[src/rtl/arb_pkg.sv]
// Shared types and the round-robin search used by slot_arbiter.
package arb_pkg;

   localparam int unsigned MAX_REQ = 8;
   localparam int unsigned PICK_W  = 4;

   typedef enum logic {
      ST_IDLE  = 1'b0,
      ST_GRANT = 1'b1
   } arb_state_e;

   // Returns {hit, index}: first set req bit scanning ptr, ptr+1, .. modulo nreq.
   function automatic logic [PICK_W-1:0] rr_pick(input logic [MAX_REQ-1:0] req,
                                                 input logic [2:0]         ptr,
                                                 input int unsigned        nreq);
      logic [PICK_W-1:0] res;
      int unsigned       idx;
      res = '0;
      for (int unsigned i = 0; i < MAX_REQ; i++) begin
         idx = (32'(ptr) + i) % nreq;
         if (!res[PICK_W-1] && (i < nreq) && req[3'(idx)]) begin
            res = {1'b1, 3'(idx)};
         end
      end
      return res;
   endfunction

endpackage

[src/rtl/slot_counter.sv]
// Mod-SLOT_LEN tick counter; clr has priority over en.
module slot_counter #(
   parameter int unsigned SLOT_LEN = 5
) (
   input  logic       clk,
   input  logic       rst,
   input  logic       clr,
   input  logic       en,
   output logic [2:0] cnt,
   output logic       last
);

   localparam logic [2:0] CNT_MAX = 3'(SLOT_LEN - 1);

   logic [2:0] cnt_q;
   logic [2:0] cnt_d;

   always_comb begin
      cnt_d = cnt_q;
      if (clr) begin
         cnt_d = 3'd0;
      end else if (en) begin
         cnt_d = (cnt_q == CNT_MAX) ? 3'd0 : cnt_q + 3'd1;
      end
   end

   always_ff @(posedge clk) begin
      if (rst) begin
         cnt_q <= 3'd0;
      end else begin
         cnt_q <= cnt_d;
      end
   end

   assign cnt  = cnt_q;
   assign last = (cnt_q == CNT_MAX);

endmodule

[src/rtl/slot_arbiter.sv]
// Round-robin time-slice arbiter: one grantee at a time owns the shared slot counter.
module slot_arbiter
   import arb_pkg::*;
#(
   parameter int unsigned NREQ     = 4,
   parameter int unsigned SLOT_LEN = 5,
   parameter int unsigned IDW      = 2
) (
   input  logic            clk,
   input  logic            rst,
   input  logic [NREQ-1:0] req,
   input  logic [NREQ-1:0] done,
   output logic [NREQ-1:0] grant,
   output logic [IDW-1:0]  grant_id,
   output logic [2:0]      slot_cnt,
   output logic            slot_last,
   output logic            busy
);

   arb_state_e        state_q, state_d;
   logic [NREQ-1:0]   grant_q, grant_d;
   logic [IDW-1:0]    grant_id_q, grant_id_d;
   logic [IDW-1:0]    ptr_q, ptr_d;
   logic [IDW-1:0]    nxt_ptr;
   logic [PICK_W-1:0] pick;
   logic              slot_end;
   logic              cnt_clr;
   logic              cnt_en;
   logic              cnt_last;
   logic [2:0]        cnt;

   slot_counter #(
      .SLOT_LEN(SLOT_LEN)
   ) u_slot_counter (
      .clk (clk),
      .rst (rst),
      .clr (cnt_clr),
      .en  (cnt_en),
      .cnt (cnt),
      .last(cnt_last)
   );

   always_comb begin
      state_d    = state_q;
      grant_d    = grant_q;
      grant_id_d = grant_id_q;
      ptr_d      = ptr_q;
      nxt_ptr    = ptr_q;
      pick       = '0;
      slot_end   = 1'b0;
      cnt_clr    = 1'b0;
      cnt_en     = 1'b0;
      case (state_q)
         ST_IDLE: begin
            cnt_clr = 1'b1;
            pick    = rr_pick(8'(req), 3'(ptr_q), NREQ);
            if (pick[PICK_W-1]) begin
               state_d    = ST_GRANT;
               grant_id_d = IDW'(pick[2:0]);
               grant_d    = NREQ'(1) << pick[2:0];
            end
         end
         ST_GRANT: begin
            // Only the grantee's own req/done bits can end its slot.
            slot_end = cnt_last || done[grant_id_q] || !req[grant_id_q];
            if (slot_end) begin
               cnt_clr = 1'b1;
               nxt_ptr = IDW'((32'(grant_id_q) + 32'd1) % NREQ);
               ptr_d   = nxt_ptr;
               pick    = rr_pick(8'(req), 3'(nxt_ptr), NREQ);
               if (pick[PICK_W-1]) begin
                  grant_id_d = IDW'(pick[2:0]);
                  grant_d    = NREQ'(1) << pick[2:0];
               end else begin
                  state_d    = ST_IDLE;
                  grant_id_d = '0;
                  grant_d    = '0;
               end
            end else begin
               cnt_en = 1'b1;
            end
         end
         default: begin
            state_d = ST_IDLE;
         end
      endcase
   end

   always_ff @(posedge clk) begin
      if (rst) begin
         state_q    <= ST_IDLE;
         grant_q    <= '0;
         grant_id_q <= '0;
         ptr_q      <= '0;
      end else begin
         state_q    <= state_d;
         grant_q    <= grant_d;
         grant_id_q <= grant_id_d;
         ptr_q      <= ptr_d;
      end
   end

   assign grant     = grant_q;
   assign grant_id  = grant_id_q;
   assign slot_cnt  = cnt;
   assign busy      = (state_q == ST_GRANT);
   assign slot_last = busy && cnt_last;

endmodule

[config.mk]
export PLATFORM = sky130hd
export DESIGN_NAME = slot_arbiter
export DESIGN_NICKNAME = d
export VERILOG_FILES = /design/src/rtl/arb_pkg.sv /design/src/rtl/slot_counter.sv /design/src/rtl/slot_arbiter.sv
export SDC_FILE = /design/constraint.sdc
export NUM_CORES = 1
export LEC_CHECK = 0
export ABC_AREA = 1
export CORE_MARGIN = 8
export CORE_UTILIZATION = 50
export DETAILED_ROUTE_END_ITERATION = 6
export PLACE_DENSITY = 0.75
export SLEW_MARGIN = 25
export SYNTH_ARGS = -nofsm -noshare
export SYNTH_HDL_FRONTEND = slang
export SYNTH_SLANG_ARGS = --single-unit
[constraint.sdc]
create_clock -name clk -period 3.7 [get_ports clk]
set_input_delay 0.37 -clock clk [delete_from_list [all_inputs] [get_ports clk]]
set_output_delay 0.37 -clock clk [all_outputs]
set_load 0.01 [all_outputs]
==> impl_metrics.py <==
metrics = {
    "grt": {
        "grt_antenna_before_repair": 0,
        "track_usage": 0.1421,
        "overflow": 0,
        "grt_max_degree": 14,
        "grt_pass1_vias": 1207,
        "grt_pass1_wl_um": 4933,
    },
    "critical_path": {
        "cp_common_cell": "nand2_2",
        "reg2reg_from": "grant_id[0]",
        "cp_top_family": "simple AND/OR/NAND/NOR gates",
        "slowest_stage": "dfxtp_1",
        "reg2reg_depth": 11,
        "timing.critical_path.buf_inv": 3,
        "crit_required_ps": 3860,
        "timing.rr.end": "grant_id[1]",
        "max_stage_delay_ps": 600,
        "end_kind": "flop",
        "reg2reg_setup_slack_ps": 1540,
        "critPathMaxFanout": 13,
        "cp-start-kind": "flop",
        "arrival_ps": 2320,
        "worst-setup-path-type": "flop to flop",
        "path_cells": "inv_2, nand2_2, nand3_1, nand2_1, nand3b_1, nand2_2, nand2_2, o21ai_0, inv_1, o21ai_1, inv_1",
        "cp_num_cells": 11,
    },
    "floorplanning": {
        "placeableCoreArea_um2": 2212,
        "initial_core_util": 0.5311,
        "dieArea_um2": 4157,
        "io_pins": 21,
        "num_rows": 17,
        "dieHeight_um": 64.48,
        "die_w_um": 64.48,
    },
    "sta": {
        "min_period_ps": 2158,
        "fin_crit_sh": 0.5833,
        "finalSetupViolCount": 0,
        "max_freq_ghz": 0.4634,
        "rsz0062_at_grt": "no",
        "fin_ws_ps": 1542,
        "maxSlewHeadroom": 0.6926,
        "worstMarginPinSlew_ps": 460.5,
        "fin_setup_tns_ps": 0,
        "finalHoldViolCount": 0,
        "slew_violations": 0,
        "finalClockSkew_ps": 1.404,
    },
    "yosys": {
        "synth.top_cell.area_share": 0.2173,
        "ys_seq_area_frac": 0.2045,
        "synthArstFlopShare": 0,
        "yosysMostFrequentCell": "nand2_1",
        "syn_area_um2": 1175,
        "yosys-top-cells-count": "68 x nand2_1, 29 x inv_1, 19 x nand3_1",
        "yosysTopAreaCell": "nand2_1",
        "avgSynthCellArea_um2": 5.845,
        "synthTopCellsByArea": "nand2_1 22%, dfxtp_1 20%, inv_1 9.3%",
        "ys_ff_latch": 12,
        "synth_cell_types": 22,
        "syn_nets": 213,
        "synth_warnings": 0,
        "ys.flop_type": "dfxtp_1",
        "netlist_instances": 201,
        "synth_edf_count": 0,
    },
    "placement": {
        "place_congestion": 0.8295,
        "dp_hpwl_um": 2280,
        "port_buffers": 20,
        "place_ws_ps": 1424,
    },
    "layout": {
        "drive_gt1_frac": 0.1233,
        "nets": 233,
        "fill_cells": 215,
        "register_area_um2": 240.2,
        "syn_to_final_growth_pct": 18.10,
        "diodes": 0,
        "multiInputGateArea_um2": 762.0,
    },
    "routing": {
        "first_pass_iters": 4,
        "drc": 0,
        "vias": 1305,
        "drt_iter0_drc": 83,
        "avgRoutedWirePerCell_um": 11.74,
        "vias_per_cell": 5.283,
        "routed_wl_um": 2901,
        "ant_nets": 0,
    },
    "cts": {
        "clkLatencyLatePin_ps": 270,
        "clk_pin_slew_ps": 70,
        "cts_root_buf": "clkbuf_4",
        "cts.sinks": 12,
        "h-tree-depth": 1,
        "cts_buffers": 3,
        "cts_hold_buf": 0,
        "cts_tree": "yes",
        "clockBufferDepth": 2,
        "post_cts_buffers": 0,
        "cts_resized": 0,
    },
    "worst_hold_path": {
        "min_from": "u_slot_counter.cnt[0]",
        "whs_path_depth": 1,
        "min_to": "u_slot_counter.cnt[0]",
        "hold_class": "flop to flop",
    },
    "job": {
        "drv_cap": 0,
    },
    "pwr": {
        "powerDensity_nw_per_um2": 773.0,
        "irDropWorstVdd_uv": 491.6,
        "p_leak_uw": 0.0007767,
    },
    "status": {
        "status": "complete, no violations",
    },
}
-- per-layer routing --
| metal | track usage | share of wire |
|---|---|---|
| met3 | 0.03952 | 0.054 |
| met5 | 0 | 0 |
| met4 | 0.02997 | 0.0086 |
| met2 | 0.2596 | 0.50 |
| met1 | 0.1595 | 0.44 |
-- power by group --
| part | internal [µW] | switching, µW |
|---|---|---|
| registers | 167 | 59.2 |
| clock network | 37.6 | 38.9 |
| logic | 281 | 489 |
-- how the worst max path moves through the flow --
| stage | startpoint | end | slack, ps |
|---|---|---|---|
| after floorplan | grant_id[1] | grant[0] | 2050 |
| after global placement | req[3] | grant_id[1] | 1460 |
| after detailed placement | req[3] | grant_id[1] | 1420 |
| after CTS | grant_id[0] | grant_id[1] | 1570 |
| after global routing | grant_id[0] | grant_id[1] | 1250 |
| final | grant_id[0] | grant_id[1] | 1540 |
-- flip-flops by register name (all words and copies together) (netlist names) --
signal,cells
grant,4
grant_id,2
u_slot_counter.cnt,3
ptr_q,2
busy,1
-- worst reg2reg max path: cells and delay by family, from the launching register on --
| family | cells | cell delay [ps] |
|---|---|---|
| and+or+nand+nor | 6 | 830 |
| DFF | 1 | 600 |
| AOI/OAI and AO/OA | 2 | 270 |
| buffers and inverters | 3 | 350 |
-- stage by stage --
| step | utilization | total power, µW | hold slack [ps] | std cells | cell area (µm²) |
|---|---|---|---|---|---|
| after global routing | 0.6273 | 1191 | 506.2 | 247 | 1388 |
| after detailed placement | 0.6171 | 990.4 | 458.5 | 244 | 1365 |
| after global placement | 0.6171 | 962.8 | 452.0 | 244 | 1365 |
| after floorplan | - | 842.2 | 468.6 | 201 | 1175 |
| final | 0.6273 | 1073 | 471.8 | 247 | 1388 |
| after CTS | 0.6273 | 1073 | 477.0 | 247 | 1388 |
-- area by class of cell --
class | instances | area share
Clock buffer | 3 | 0.01623
Inverter | 34 | 0.09197
Multi-Input combinational cell | 150 | 0.5491
Sequential cell | 12 | 0.1731
Tap cell | 28 | 0.02525
Timing Repair Buffer | 20 | 0.1443
-- cell families after synthesis --
family / count (synthesis) / synth area share
buffers and inverters: 39 / 0.1470
XOR/XNOR: 1 / 0.007456
AO/OA/AOI/OAI: 20 / 0.08626
adder cells (fa/ha/maj): 2 / 0.02130
AND/OR/NAND/NOR: 127 / 0.5335
flip-flops: 12 / 0.2045
-- cell usage in the layout, fill, tap and decap left out --
master / instances
nand3_1: 19
nand2_2: 8
nand3_2: 1
nand3b_4: 1
clkdlybuf4s50_1: 20
nor2_2: 2
ha_1: 2
dfxtp_1: 12
nor2_8: 1
nor2_1: 15
nand3b_1: 2
xnor2_1: 1
nand2_4: 6
nand2_1: 68
a31oi_1: 1
nand4_1: 4
a21oi_1: 3
o21ai_0: 8
inv_2: 5
o21ai_1: 8
inv_1: 29
clkbuf_4: 3
No activity file was read; power rests on OpenSTA's default activity.
